**src/rtl/seg_scan_if.sv**
```systemverilog
// Display-bus monitor interface: sampled segment/anode lines in, decoded digit state out.
interface seg_scan_if #(
    parameter int DIGITS = 4
);
    logic [7:0]          seg;
    logic [DIGITS-1:0]   an;
    logic [4*DIGITS-1:0] digits;
    logic [DIGITS-1:0]   digit_valid;
    logic [DIGITS-1:0]   dp;
    logic                cap_valid;
    logic [2:0]          cap_idx;
    logic                frame_done;
    logic                err;

    modport master (
        output seg, an,
        input  digits, digit_valid, dp, cap_valid, cap_idx, frame_done, err
    );

    modport slave (
        input  seg, an,
        output digits, digit_valid, dp, cap_valid, cap_idx, frame_done, err
    );
endinterface

```
**src/rtl/seg_scan_decoder.sv**
```systemverilog
// Receive side of the multiplexed 7-segment bus: waits for a stable segment/anode pattern,
// decodes it back to a hex nibble per digit and reports per-capture and per-frame pulses.
//
//  state  | meaning
//  -------+-------------------------------------------------------------
//  IDLE   | anode bus not one-hot-low (blanked or contended), no counting
//  STABLE | one digit driven, counting identical consecutive samples
//  HELD   | current pattern already captured, wait for the bus to change
module seg_scan_decoder #(
    parameter int DIGITS        = 4,
    parameter int STABLE_CYCLES = 4
) (
    input  logic      clk,
    input  logic      rst_n,
    seg_scan_if.slave bus
);
    localparam int               CNT_W   = $clog2(STABLE_CYCLES);
    localparam logic [CNT_W-1:0] CNT_CAP = CNT_W'(STABLE_CYCLES - 2);
    localparam logic [CNT_W-1:0] CNT_MAX = CNT_W'(STABLE_CYCLES - 1);

    typedef enum logic [1:0] {
        IDLE,
        STABLE,
        HELD
    } state_t;

    state_t              state_q, state_d;
    logic [CNT_W-1:0]    cnt_q, cnt_d;
    logic [7:0]          smp_seg;
    logic [DIGITS-1:0]   smp_an;

    logic [4*DIGITS-1:0] digits_q;
    logic [DIGITS-1:0]   valid_q;
    logic [DIGITS-1:0]   dp_q;
    logic [DIGITS-1:0]   mask_q;
    logic                cap_valid_q;
    logic [2:0]          cap_idx_q;
    logic                frame_done_q;
    logic                err_q;

    logic                same;
    logic                onehot;
    logic [DIGITS-1:0]   an_act;
    logic [DIGITS-1:0]   smp_act;
    logic                capture;
    logic [4:0]          dec;
    logic                hit;
    logic                blank;
    logic                take;
    logic                bad;
    logic [2:0]          idx;
    logic [DIGITS-1:0]   mask_set;
    logic                frame;

    // {hit, nibble}; a miss returns hit=0
    function automatic logic [4:0] decode(input logic [6:0] s);
        case (s)
            7'b1000000: decode = 5'h10;
            7'b1111001: decode = 5'h11;
            7'b0100100: decode = 5'h12;
            7'b0110000: decode = 5'h13;
            7'b0011001: decode = 5'h14;
            7'b0010010: decode = 5'h15;
            7'b0000010: decode = 5'h16;
            7'b1111000: decode = 5'h17;
            7'b0000000: decode = 5'h18;
            7'b0010000: decode = 5'h19;
            7'b0100000: decode = 5'h1A;
            7'b0000011: decode = 5'h1B;
            7'b1000110: decode = 5'h1C;
            7'b0100001: decode = 5'h1D;
            7'b0000110: decode = 5'h1E;
            7'b0001110: decode = 5'h1F;
            default:    decode = 5'h00;
        endcase
    endfunction

    function automatic logic [2:0] low_idx(input logic [DIGITS-1:0] a);
        low_idx = 3'd0;
        for (int i = 0; i < DIGITS; i++) begin
            if (!a[i]) low_idx = 3'(i);
        end
    endfunction

    always_comb begin
        an_act  = ~bus.an;
        smp_act = ~smp_an;
        onehot  = (an_act != '0) && ((an_act & (an_act - DIGITS'(1))) == '0);
        same    = (bus.seg == smp_seg) && (bus.an == smp_an);
    end

    always_ff @(posedge clk or negedge rst_n) begin
        if (!rst_n) begin
            state_q <= IDLE;
            cnt_q   <= '0;
            smp_seg <= '0;
            smp_an  <= '0;
        end else begin
            state_q <= state_d;
            cnt_q   <= cnt_d;
            smp_seg <= bus.seg;
            smp_an  <= bus.an;
        end
    end

    always_comb begin
        state_d = state_q;
        cnt_d   = cnt_q;
        capture = 1'b0;
        case (state_q)
            IDLE: begin
                cnt_d = '0;
                if (onehot) state_d = STABLE;
            end
            STABLE: begin
                if (!same) begin
                    cnt_d   = '0;
                    state_d = onehot ? STABLE : IDLE;
                end else if (cnt_q == CNT_CAP) begin
                    // this edge registers the STABLE_CYCLES-th identical sample
                    capture = 1'b1;
                    cnt_d   = CNT_MAX;
                    state_d = HELD;
                end else begin
                    cnt_d = cnt_q + CNT_W'(1);
                end
            end
            HELD: begin
                if (!same) begin
                    cnt_d   = '0;
                    state_d = onehot ? STABLE : IDLE;
                end else begin
                    cnt_d = CNT_MAX;
                end
            end
            default: begin
                cnt_d   = '0;
                state_d = IDLE;
            end
        endcase
    end

    always_comb begin
        dec      = decode(smp_seg[6:0]);
        hit      = dec[4];
        blank    = (smp_seg[6:0] == 7'h7F);
        idx      = low_idx(smp_an);
        take     = capture && (hit || blank);
        bad      = capture && !hit && !blank;
        mask_set = take ? (mask_q | smp_act) : mask_q;
        frame    = take && (&mask_set);
    end

    always_ff @(posedge clk or negedge rst_n) begin
        if (!rst_n) begin
            digits_q     <= '0;
            valid_q      <= '0;
            dp_q         <= '0;
            mask_q       <= '0;
            cap_valid_q  <= 1'b0;
            cap_idx_q    <= 3'd0;
            frame_done_q <= 1'b0;
            err_q        <= 1'b0;
        end else begin
            cap_valid_q  <= take;
            err_q        <= bad;
            frame_done_q <= frame;
            if (take) begin
                cap_idx_q <= idx;
                mask_q    <= frame ? '0 : mask_set;
                for (int i = 0; i < DIGITS; i++) begin
                    if (idx == 3'(i)) begin
                        dp_q[i]    <= ~smp_seg[7];
                        valid_q[i] <= hit;
                        if (hit) digits_q[4*i +: 4] <= dec[3:0];
                    end
                end
            end
        end
    end

    assign bus.digits      = digits_q;
    assign bus.digit_valid = valid_q;
    assign bus.dp          = dp_q;
    assign bus.cap_valid   = cap_valid_q;
    assign bus.cap_idx     = cap_idx_q;
    assign bus.frame_done  = frame_done_q;
    assign bus.err         = err_q;
endmodule

```
**src/flat_wrapper.sv**
```systemverilog
// flat-port wrapper written by rule: the top's interface ports become plain ports
module seg_scan_decoder_flat 
#(
    parameter int DIGITS        = 4,
    parameter int STABLE_CYCLES = 4
)
  (clk, rst_n, bus_seg, bus_an, bus_digits, bus_digit_valid, bus_dp, bus_cap_valid, bus_cap_idx, bus_frame_done, bus_err);
  seg_scan_if #(.DIGITS(DIGITS)) bus_i ();
  input  logic clk;
  input  logic rst_n;
  input wire logic [$bits(bus_i.seg)-1:0] bus_seg;
  input wire logic [$bits(bus_i.an)-1:0] bus_an;
  output wire logic [$bits(bus_i.digits)-1:0] bus_digits;
  output wire logic [$bits(bus_i.digit_valid)-1:0] bus_digit_valid;
  output wire logic [$bits(bus_i.dp)-1:0] bus_dp;
  output wire logic [$bits(bus_i.cap_valid)-1:0] bus_cap_valid;
  output wire logic [$bits(bus_i.cap_idx)-1:0] bus_cap_idx;
  output wire logic [$bits(bus_i.frame_done)-1:0] bus_frame_done;
  output wire logic [$bits(bus_i.err)-1:0] bus_err;
  assign bus_i.seg = bus_seg;
  assign bus_i.an = bus_an;
  assign bus_digits = bus_i.digits;
  assign bus_digit_valid = bus_i.digit_valid;
  assign bus_dp = bus_i.dp;
  assign bus_cap_valid = bus_i.cap_valid;
  assign bus_cap_idx = bus_i.cap_idx;
  assign bus_frame_done = bus_i.frame_done;
  assign bus_err = bus_i.err;
  seg_scan_decoder #(.DIGITS(DIGITS), .STABLE_CYCLES(STABLE_CYCLES)) u_core (.clk(clk), .rst_n(rst_n), .bus(bus_i));
endmodule
```
**config.mk**
```make
export PLATFORM = sky130hd
export DESIGN_NAME = seg_scan_decoder_flat
export DESIGN_NICKNAME = d
export VERILOG_FILES = /design/src/rtl/seg_scan_if.sv /design/src/rtl/seg_scan_decoder.sv /design/src/flat_wrapper.sv
export SDC_FILE = /design/constraint.sdc
export NUM_CORES = 1
export LEC_CHECK = 0
export CAP_MARGIN = 20
export CORE_MARGIN = 2
export CORE_UTILIZATION = 29
export CTS_BUF_LIST = sky130_fd_sc_hd__clkbuf_8
export DETAILED_ROUTE_END_ITERATION = 7
export GPL_TIMING_DRIVEN = 0
export HOLD_SLACK_MARGIN = 0.03
export SYNTH_ARGS = -nofsm -noshare
export SYNTH_HDL_FRONTEND = slang
export SYNTH_SLANG_ARGS = --single-unit
```
**constraint.sdc**
```tcl
create_clock -name clk -period 2.18 [get_ports clk]
set_clock_uncertainty 0.05 [all_clocks]
set_input_delay 0.436 -clock clk [delete_from_list [all_inputs] [get_ports clk]]
set_output_delay 0.436 -clock clk [all_outputs]
set_load 0.02 [all_outputs]
```
==> impl_metrics.json <==
{
  "status": "finished, violations left",
  "violations": "negative setup slack",
  "leakagePower_nw": 1.731,
  "start_util": 0.3005,
  "netlist_area_mm2": 0.002646,
  "core-area_mm2": 0.008806,
  "reg2reg_slack_ps": -240,
  "numCtsBuffers": 5,
  "cts_tree": "built",
  "first_pass_iters": 4,
  "viasPerCell": 4.949,
  "synth.most_common_cell": "dfrtp_1",
  "ys_types": 56,
  "critPathArrivalTime_ps": 2560,
  "min_period_ps": 2420,
  "dieArea_mm2": 0.009905,
  "ant_nets": 0,
  "end_kind": "flip-flop",
  "synthTopCellsByArea": "dfrtp_1 (46%), mux2_1 (4.3%), xnor2_1 (3.0%)",
  "slew_headroom": 0.6626,
  "period_share": 1.110,
  "setup-tns-final_ps": -4359,
  "cp-start-kind": "flip-flop",
  "num_antenna_cells": 0,
  "r2r_start": "u_core.smp_seg[4]",
  "grt_pass1_wl_um": 11070,
  "r2r.worst_path.cells": 7,
  "tightest_slew_ps": 500.8,
  "synth-seq-area-share": 0.4634,
  "fmax_mhz": 413.2,
  "yosys_warnings": 0,
  "clockBufferDepth": 2,
  "overflow": 0,
  "synth-main-ff-cell": "dfrtp_1",
  "grt_max_degree": 30,
  "critPathMaxFanout": 7,
  "holdWs_ps": 35.72,
  "synthArstFlopShare": 1.000,
  "grt_usage": 0.1398,
  "clockRootBuffer": "clkbuf_8",
  "worst_path_max_delay_cell": "or4_4",
  "dieHeight_um": 99.53,
  "rows": 34,
  "gp_congestion": 0.8423,
  "vias": 2143,
  "clk_latency_ps": 300,
  "drtIter0Drc": 119,
  "drive_gt1_frac": 0.3538,
  "fin_nets": 343,
  "r2r-end": "u_core.bus.digits[0]",
  "power_density_mw_per_mm2": 471.7,
  "cp.required_ps": 2320,
  "antenna_found_initial": 0,
  "endpoint": "u_core.bus.digits[0]",
  "ys_ff_latch": 49,
  "finalSetupViolCount": 30,
  "peakVddDrop_mv": 0.2405,
  "design.portCount": 44,
  "drv_slew": 0,
  "hold_viol": 0,
  "p_total_w": 0.001844,
  "holdBufCountCts": 0,
  "critPathKind": "flip-flop to flip-flop",
  "grt_pass1_vias": 2180,
  "chipWidth_um": 99.53,
  "synth_edf_count": 0,
  "drc_errors": 0,
  "crit_path_start": "u_core.smp_seg[4]",
  "seqCellArea_mm2": 0.001236,
  "drv_cap": 0,
  "wirelength_um": 6632,
  "yosys.area.top_type": "dfrtp_1",
  "avgSynthCellArea_um2": 10.85,
  "clk_pin_slew_ps": 90,
  "crit_chain": "buf_6, xnor2_4, nand4_4, or4_4, or3_4, nor2_4, mux2_4",
  "max_stage_delay_ps": 560,
  "setup_ws_ps": -240.1,
  "rsz0062_at_grt": "true",
  "synthCells": 244,
  "nFillCells": 830,
  "mappedNetlistNets": 263,
  "area_growth_pct": 47.75,
  "dp_hpwl_um": 4463,
  "synth_top_area_frac": 0.4634,
  "instances_no_fill": 433,
  "htreeDepth": 2,
  "cts.sinks": 49,
  "hold_class": "input port to asynchronous set/reset pin",
  "multi_input_comb_area_mm2": 0.001579,
  "numPortBuffers": 42,
  "wire_per_inst_um": 15.32,
  "dp_cells": 395,
  "ys_top_cells_by_count": "dfrtp_1 (49), inv_1 (19), nand2_1 (17), a21oi_1 (12)"
}
[flip-flops by register name, summed over array words and instances, names as in the netlist]
signal / cells
u_core.smp_seg: 8
u_core.bus.frame_done: 1
u_core.bus.dp: 4
u_core.bus.digits: 16
u_core.state_q: 2
u_core.mask_q: 4
u_core.smp_an: 4
u_core.bus.cap_valid: 1
u_core.bus.cap_idx: 2
u_core.cnt_q: 2
u_core.bus.err: 1
u_core.bus.digit_valid: 4
[metrics by stage]
step,util,area (um^2),worst slack (ps)
after detailed placement,0.3743,3296,-960.2
after global placement,0.3725,3281,-938.8
final,0.4440,3910,-240.1
after CTS,0.4321,3805,-291.5
after global routing,0.4440,3910,-310.9
after floorplan,-,2725,-208.4
[cells by family (layout without fill, tap and decap cells)]
logic type / count (synthesis) / after routing / share of synthesized area
and+or+nand+nor: 75 / 75 / 0.1896
AOI/OAI and AO/OA: 48 / 48 / 0.1187
buffers and inverters: 33 / 114 / 0.06005
adders and majority gates: 5 / 5 / 0.02364
DFF: 49 / 49 / 0.4634
other: 1 / 1 / 0.001417
muxes: 19 / 19 / 0.07849
xor gates and xnor gates: 14 / 14 / 0.06478
[timing repair]
action,CTS,global route
setup buffers,24,9
endpoints found under the setup margin,31,33
gates resized for setup,66,14
pin swaps,27,17
cloned,1,0
[worst max-delay path, delay by kind of cell, from the launching register on]
family / cells / cell delay, ps
xor+xnor: 1 / 160
buf+inv: 1 / 140
flops: 1 / 390
mux: 1 / 320
simple gates: 4 / 1240
[per-layer routing]
layer	GRT usage	routed length, um	share of wire	vias up
li1	-	-	-	1030
met5	0	0	0	-
met2	0.2219	3067	0.46	59
met1	0.1992	3263	0.49	1050
met4	0.02845	28	0.0042	0
met3	0.02811	272	0.041	4
[where the power goes]
| part | switching, W | internal (W) |
|---|---|---|
| combinational | 0.000188 | 0.000170 |
| clock | 0.000315 | 0.000219 |
| sequential | 0.0000245 | 0.000928 |
| total | 0.000528 | 0.00132 |
[worst min-delay path by stage]
stage,start,to,slack (ps),depth (start not counted)
after floorplan,rst_n,u_core.bus.cap_idx[0],90,0
after global placement,u_core.bus.digits[9],u_core.bus.digits[9],430,1
after detailed placement,rst_n,u_core.bus.dp[3],380,1
after CTS,rst_n,u_core.bus.dp[3],50,1
after global routing,rst_n,u_core.bus.digit_valid[2],50,1
final,rst_n,u_core.bus.dp[3],40,1
[cell type report]
class / instances / share of cell area
Multi-Input combinational cell: 162 / 0.4038
Sequential cell: 49 / 0.3162
Timing Repair Buffer: 75 / 0.1779
Tap cell: 108 / 0.03456
Buffer: 12 / 0.02784
Inverter: 19 / 0.01824
Clock buffer: 5 / 0.01760
Clock inverter: 3 / 0.003840
[placed cells by master, fill, tap and decap left out, drive strengths merged, types with 5 or more instances in the layout]
| cell type | instances |
|---|---|
| nand3 | 6 |
| clkbuf | 8 |
| dfrtp | 49 |
| nand4 | 5 |
| mux2i | 5 |
| nand2 | 17 |
| dlygate4sd2 | 12 |
| ha | 5 |
| nor3 | 7 |
| inv | 21 |
| o211ai | 5 |
| clkdlybuf4s50 | 29 |
| nand2b | 5 |
| mux2 | 14 |
| a21oi | 12 |
| nor2 | 6 |
| buf | 43 |
| xnor2 | 14 |
| o21ai | 12 |
(Power assumes the default switching activity.)
